===== config.mk =====
export PLATFORM = sky130hd
export DESIGN_NAME = router_egress
export DESIGN_NICKNAME = d
export VERILOG_FILES = /design/src/rtl/router_pkg.sv /design/src/rtl/egress_skid_buf.sv /design/src/rtl/router_egress.sv
export SDC_FILE = /design/constraint.sdc
export NUM_CORES = 1
export LEC_CHECK = 0
export ABC_CLOCK_PERIOD_IN_PS = 5500
export CAP_MARGIN = 20
export CORE_MARGIN = 8
export CORE_UTILIZATION = 40
export CTS_CLUSTER_DIAMETER = 40
export CTS_CLUSTER_SIZE = 10
export DETAILED_ROUTE_END_ITERATION = 8
export PLACE_DENSITY = 0.66
export SLEW_MARGIN = 15
export SYNTH_ARGS = -nofsm -noshare
export SYNTH_HDL_FRONTEND = slang
export SYNTH_HIERARCHICAL = 1
export SYNTH_SLANG_ARGS = --single-unit

===== constraint.sdc =====
create_clock -name clk -period 5.5 [get_ports clk]
set_input_delay 0.55 -clock clk [delete_from_list [all_inputs] [get_ports clk]]
set_output_delay 0.55 -clock clk [all_outputs]
set_load 0.1 [all_outputs]

===== src/rtl/router_pkg.sv =====
// Shared types for the router egress stage: data width, packet length, beat tag and buffer entry.
// No logic; types only.
// Optional parity field controlled by ROUTER_EGRESS_PARITY_EN.
package router_pkg;

  localparam int WIDTH   = 64;
  localparam int PKT_LEN = 4;

  typedef logic [$clog2(PKT_LEN)-1:0] beat_t;

  // One buffered word with its framing, tagged when it is written.
  typedef struct packed {
    logic [WIDTH-1:0] data;
    logic             sop;
    logic             eop;
`ifdef ROUTER_EGRESS_PARITY_EN
    logic             parity;
`endif
  } egress_entry_t;

endpackage


===== src/rtl/egress_skid_buf.sv =====
// Purpose: 2-entry in-order buffer of egress entries; entry 0 is always the head.
// Latency: a write at the end of cycle t is visible at the head in cycle t+1 if the buffer was empty.
// Backpressure: holds the head stable while rd_valid && !rd_ready; the writer must respect occ.
module egress_skid_buf
  import router_pkg::*;
(
  input  logic          clk,
  input  logic          reset,
  input  logic          wr_en,
  input  egress_entry_t wr_data,
  output egress_entry_t rd_data,
  output logic          rd_valid,
  input  logic          rd_ready,
  output logic [1:0]    occ
);

  egress_entry_t entry0;
  egress_entry_t entry1;
  logic          rd_en;

  assign rd_en    = rd_valid && rd_ready;
  assign rd_valid = (occ != 2'd0);
  assign rd_data  = entry0;

  // Occupancy and entry storage; a read shifts entry1 into the head.
  always_ff @(posedge clk) begin
    if (!reset) begin
      occ    <= 2'd0;
      entry0 <= '0;
      entry1 <= '0;
    end else begin
      case ({wr_en, rd_en})
        2'b10: begin
          if (occ == 2'd0) begin
            entry0 <= wr_data;
            occ    <= 2'd1;
          end else if (occ == 2'd1) begin
            entry1 <= wr_data;
            occ    <= 2'd2;
          end
          // A write into a full buffer is excluded by the pop rule upstream.
        end
        2'b01: begin
          entry0 <= entry1;
          occ    <= occ - 2'd1;
        end
        2'b11: begin
          if (occ == 2'd1) begin
            entry0 <= wr_data;
          end else begin
            entry0 <= entry1;
            entry1 <= wr_data;
          end
        end
        default: begin
        end
      endcase
    end
  end

endmodule


===== src/rtl/router_egress.sv =====
// Purpose: drains dst_fifo into a framed valid/ready packet stream and counts completed packets.
// Latency: pop in cycle t, data written end of t+1, out_valid in t+2; 1 word/clk sustained.
// Backpressure: pops only while buffered + in-flight words stay below 2; ROUTER_EGRESS_PARITY_EN adds out_parity.
module router_egress #(
  parameter int WIDTH   = 64,
  parameter int PKT_LEN = 4,
  parameter int CNT_W   = 16
) (
  input  logic             clk,
  input  logic             reset,
  input  logic             fifo_empty,
  output logic             fifo_pop,
  input  logic [WIDTH-1:0] fifo_data,
  output logic             out_valid,
  input  logic             out_ready,
  output logic [WIDTH-1:0] out_data,
  output logic             out_sop,
  output logic             out_eop,
  output logic [CNT_W-1:0] pkt_count
`ifdef ROUTER_EGRESS_PARITY_EN
  ,
  output logic             out_parity
`endif
);

  import router_pkg::*;

  localparam beat_t LAST_BEAT = beat_t'(PKT_LEN - 1);

  logic          inflight;
  beat_t         beat;
  logic          xfer;
  logic [1:0]    occ;
  logic [1:0]    level;
  egress_entry_t wr_entry;
  egress_entry_t head;

  assign xfer = out_valid && out_ready;

  // Words committed after this cycle; xfer only happens with occ>=1 so this never underflows.
  assign level    = occ + {1'b0, inflight} - {1'b0, xfer};
  assign fifo_pop = reset && !fifo_empty && (level < 2'd2);

  // Tag the returning word with its position in the packet.
  always_comb begin
    wr_entry        = '0;
    wr_entry.data   = fifo_data;
    wr_entry.sop    = (beat == '0);
    wr_entry.eop    = (beat == LAST_BEAT);
`ifdef ROUTER_EGRESS_PARITY_EN
    wr_entry.parity = ^fifo_data;
`endif
  end

  egress_skid_buf u_buf (
    .clk      (clk),
    .reset    (reset),
    .wr_en    (inflight),
    .wr_data  (wr_entry),
    .rd_data  (head),
    .rd_valid (out_valid),
    .rd_ready (out_ready),
    .occ      (occ)
  );

  assign out_data = head.data;
  assign out_sop  = head.sop;
  assign out_eop  = head.eop;
`ifdef ROUTER_EGRESS_PARITY_EN
  assign out_parity = head.parity;
`endif

  // Track the pop in flight; clearing it on reset discards data from a pre-reset pop.
  always_ff @(posedge clk) begin
    if (!reset) inflight <= 1'b0;
    else        inflight <= fifo_pop;
  end

  // Advance the beat per written word; it holds across fifo underflow.
  always_ff @(posedge clk) begin
    if (!reset) begin
      beat <= '0;
    end else if (inflight) begin
      beat <= (beat == LAST_BEAT) ? '0 : beat + beat_t'(1);
    end
  end

  // Count packets leaving on their eop beat, saturating at all ones.
  always_ff @(posedge clk) begin
    if (!reset) begin
      pkt_count <= '0;
    end else if (xfer && out_eop && (pkt_count != {CNT_W{1'b1}})) begin
      pkt_count <= pkt_count + {{(CNT_W-1){1'b0}}, 1'b1};
    end
  end

endmodule


* Word level (Yosys, flattened, before mapping)
Cells that the tools add are included.
** Storage, ports and cells
- Register bits :: 153
- Input port bits :: 68
- Output and inout bits :: 84
- Word-level logic and storage cells :: 51
** Operators by class
- Add/subtract/negate cells :: 5
- Order comparisons :: 1
- Eq/ne operators :: 10
- Mux-type cells :: 10
- Reduce and logical (&&, ||, !) cells :: 15
** Operator list (number)
- $mux 66 :: 4
- $pmux 66 s3 :: 1
- $pmux 66 s2 :: 1
- $add 16x1->16 const B :: 1
- $ne 16x16->1 const B :: 1
- $eq 2x2->1 const B :: 3
- $mux 2 :: 3
- $reduce_bool 2->1 :: 3
- $logic_and 1x1->1 :: 5
- $eq 2x1->1 const B :: 2
- $logic_not 2->1 :: 2
- $ne 2x2->1 const B :: 2
- $pmux 2 s2 :: 1
- $reduce_and 2->1 :: 2
- $ne 3x1->1 const B :: 1
- $reduce_and 3->1 :: 1
- $reduce_bool 3->1 :: 1
- $add 2x1->2 :: 1
- $add 2x1->2 const B :: 1
- $lt 2x2->1 const B :: 1
- $ne 2x1->1 const B :: 1
- $sub 2x1->2 :: 1
- $sub 2x1->2 const B :: 1
- $logic_not 1->1 :: 1

* Depth between registers and ports, before layout
- Word-level depth :: 5
- Gate-level depth with buffers :: 10
- Gate-level depth less buffers :: 8

* Hierarchy
Netlist, hierarchy kept.
** By module, submodules not included
- egress_skid_buf :: times used 1, cells an instance 676, area an instance 5595.4 um2, seq. area each 2682.6 um2
- router_egress :: times used 1, cells an instance 120, area an instance 1036.0 um2, seq. area each 380.4 um2

* Worst setup path after synthesis
No wires, ideal clock.
- Kind :: register to output
- Start :: reg u_buf.occ[0]
- End :: out fifo_pop
- Arrival time :: 4675 ps
- Required time :: 4950 ps
- Slack :: 275 ps
- Cell stages (with the launch flop) :: 11
- Buffers on the path :: 2
- Path through :: dfxtp_1 inv_1 ha_1 buf_2 inv_1 clkbuf_1 and2_1 ha_1 nor2b_1 xnor2_1 nor3_1
** Between the ends
- Word-level cells in the longest chain between the ends :: 5
- Elaborated cells on any way between the ends :: 6
- Those cells by class :: add/sub (2); order compare (1); reduce/logical (3)
** Ends and longest elaborated chain
- from (decl) :: line egress_skid_buf.sv:14 : output logic [1:0] occ
- from (signal assigned) :: line egress_skid_buf.sv:45 : occ <= occ - 2'd1;
- $reduce_bool 2->1 :: line egress_skid_buf.sv:22 : assign rd_valid = (occ != 2'd0);
- named net out_valid :: line router_egress.sv:14 : output logic out_valid,
- $logic_and 1x1->1 :: line router_egress.sv:38 : assign xfer = out_valid && out_ready;
- $sub 2x1->2 :: line router_egress.sv:41 : assign level = occ + {1'b0, inflight} - {1'b0, xfer};
- $lt 2x2->1 :: line router_egress.sv:42 : assign fifo_pop = reset && !fifo_empty && (level < 2'd2);
- $logic_and 1x1->1 :: line router_egress.sv:42
- to (decl) :: line router_egress.sv:12 : output logic fifo_pop,
The timed path passes the listed nets, and every way through them passes these cells.

* Worst setup path in the final report
- Start :: reg u_buf.occ[0]
- End :: out fifo_pop
** Between the ends
- Word-level cells in the longest chain between the ends :: 5
- Elaborated cells on any way between the ends :: 6
- Those cells by class :: add/sub (2); order compare (1); reduce/logical (3)
** Ends and longest elaborated chain (line)
- branches (longest 2 deep; another with $add 2x1->2)
- $sub 2x1->2 * :: router_egress.sv:41
- $lt 2x2->1 * :: router_egress.sv:42
- $logic_and 1x1->1 * :: router_egress.sv:42
Every way passes the cells marked *.

==> out/metrics.csv <==
metric,value,unit
status,"finished, final reports clean",
Post-Synth Adder-Cell Area,0.01321,
Initial Util,0.4042,
Final TNS setup,0,ns
Area after DPL,8158,um2
Routed WL per cell,17.13,um
CTS Buf Count,17,
GR Overflow Total,0,
fin area,8792,um2
Max IR drop VDD,433.8,uV
GRT Total Usage,0.1854,
critical path buffer and inverter count,4,
first-pass iteration count of the detailed router,4,
TritonCTS Sinks,153,
global-route wire length before repair,30710,um
row count,47,
Netlist cell types,40,
dpl hpwl,12520,um
clock root cell,clkbuf_16,
RSZ-0062 raised after global routing,false,
layout cells sized above 1,0.05537,
Simple-Gate Fraction of Synth Area,0.1908,
worst path arrival time,3.57,ns
synth top area cells,"dfxtp_1 46%, a21oi_1 11%, nand2_1 8.5%",
register area share after synthesis,0.4619,
nets@finish,983,
full die area,20950,um2
Comb pwr share,0.482,
drt initial violations,373,
Max clock buf depth,2,
critical path's slowest cell,ha_1,
Tot Pwr,5183,uW
mux contribution to synthesized area,0.03774,
cell count after synthesis,796,
# diodes,0,
Port Buffers,151,
Final period util,0.7491,
Final Skew,0.009972,ns
"most common cell after layout, fill and taps aside",dfxtp_1,
pin count of the biggest net entering global routing,59,
Max Cap Viol,0,
critical path peak fanout,27,
I/O pin cnt,152,
Final setup viols,0,
crit end category,primary output,
Synth Area per Inst,8.331,um2
Crit Path Class,reg -> out,
worst slew pin tran,1.050,ns
Ys Warns,6,
largest area contributor in the netlist,dfxtp_1,
Worst slew margin,0.2980,
H-tree Lvls,4,
worst skew pair latency,0.42,ns
part of the power in registers,0.280,
"wirelength, routed",19550,um
post-CTS setup buffer count,0,
clock power share,0.238,
Sw Ratio,0.4775,
Hold WC Path Type,reg -> reg,
routability cong.,0.8028,
Die Ht,144.8,um
total number of vias,6212,
Internal,2708,uW
residual DRC count,0,
most frequent cells in the layout,"153 x dfxtp_1, 150 x nand2_1, 149 x clkdlybuf4s50_1, 144 x a21oi_1, 37 x o21ai_0",
post-synthesis xor/xnor area fraction,0.003962,
leakage power,0.003166,uW
final slew viol count,0,
Pwr Density,589.5,nW/um2
routed vias/inst,5.444,
syn_nets,871,
worst path required time,4.95,ns
min cycle time layout,4.120,ns
register bit total from synthesis,153,
count of hold buffers inserted by post-cts repair,0,
Die Span X,144.8,um
"delay-heaviest family, CP",buffers and inverters,
vias in the first global route,5931,
cell area after synthesis,6631,um2
"Reg clk slew, reported paths",0.06,ns
max incr delay on CP,0.61,ns
core area,16410,um2
Synth Area in Compound Gates,0.2398,
CTS tree,built,
Max Freq,242.7,MHz
main combinational cell family by area after synthesis,compound AO/OA/AOI/OAI gates,
Net Switching,2475,uW
Area Overhead vs Synth,32.58,%
Routed Antenna Nets,0,
PostCTS Resize Cnt,0,
endpoints failing hold,0,
initial antenna violation count,0,
post-synth top area share,0.4619,
CP startpoint kind,flop,
worst-path cell chain,inv_1 -> ha_1 -> inv_1 -> buf_4 -> and2_1 -> ha_1 -> nor2b_1 -> xnor2_1 -> nor3_1 -> buf_4,
-- final cells by class --
type	instances	area (um2)
clock buffer	22	494.2
clock inverter	10	140.1
fill	1540	7615
inverter	10	38.79
multi-input combinational	569	3232
sequential	153	3063
tap	220	275.3
timing repair buffer	157	1549
-- tightest hold or removal path, cell delays in order, from the launching register on --
cell and delay [ns]:
dfxtp_1 0.30, nand2_1 0.05, a21oi_1 0.05
-- power groups by stage --
| stage | logic (uW) | registers [uW] | clock network [uW] |
|---|---|---|---|
| 6_report | 2500 | 1450 | 1240 |
| 5_1_grt | 2610 | 1480 | 1300 |
| 4_1_cts | 2500 | 1450 | 1260 |
| 3_5_place_dp | 2500 | 1470 | 0 |
| 3_3_place_gp | 2470 | 1470 | 0 |
| 2_1_floorplan | 775 | 2600 | 0 |
-- flip-flops by register name, summed over array words and instances, names as in the netlist --
| name | cells |
|---|---|
| beat | 2 |
| u_buf/entry1 | 66 |
| inflight | 1 |
| pkt_count | 16 |
| u_buf/rd_data | 66 |
| u_buf/occ | 2 |
-- cells in the mapped netlist (all sizes together) --
cell type    n
and2         5
nor2         8
nand3        5
o21ai       40
o221ai      14
or3         18
a31oi        2
nand2      150
or2          1
xnor2        2
a21oi      144
a22oi       33
buf         29
o22ai       33
nor2b        7
xor2         1
clkbuf      35
a311oi       1
o31ai        6
o21ba        1
a221oi       1
nor4         1
ha           7
nor3         7
nand4        7
nand2b       5
and3        35
o21bai       1
or4          6
dfxtp      153
inv         10
mux2i       25
and4         3
-- path summary, 6_finish.rpt --
| path | from | endpoint | cells after the start | slack (ns) |
|---|---|---|---|---|
| worst max-delay path | u_buf/occ[0] | fifo_pop | 10 | 1.38 |
| worst max register to register | u_buf/occ[0] | u_buf/rd_data[54] | 7 | 2.07 |
| worst min register to register | u_buf/entry1[41] | u_buf/entry1[41] | 2 | 0.45 |
| worst min-delay path | u_buf/entry1[41] | u_buf/entry1[41] | 2 | 0.45 |
-- layer usage --
layer,track usage,part of all wire
met1,0.2280,0.44
met2,0.2957,0.47
met3,0.05741,0.069
met4,0.07503,0.017
met5,0,0
-- stage by stage --
| stage | cells | setup slack (ns) | utilization | hold slack, ns |
|---|---|---|---|---|
| floorplan | 796 | 0.2755 | - | 0.4319 |
| global placement | 1109 | 2.014 | 0.4972 | 0.4372 |
| detailed placement | 1109 | 1.903 | 0.4972 | 0.4418 |
| CTS | 1141 | 1.414 | 0.5359 | 0.4497 |
| global route | 1141 | 1.221 | 0.5359 | 0.4597 |
| finish | 1141 | 1.380 | 0.5359 | 0.4485 |
-- cell families after synthesis --
| kind of cell | Yosys count |
|---|---|
| XOR/XNOR | 3 |
| adder cells (fa/ha/maj) | 7 |
| flip-flops | 153 |
| buffers and inverters | 74 |
| AND/OR/NAND/NOR | 258 |
| multiplexers | 25 |
| AO/OA/AOI/OAI | 276 |
No activity file was read; power rests on OpenSTA's default activity.
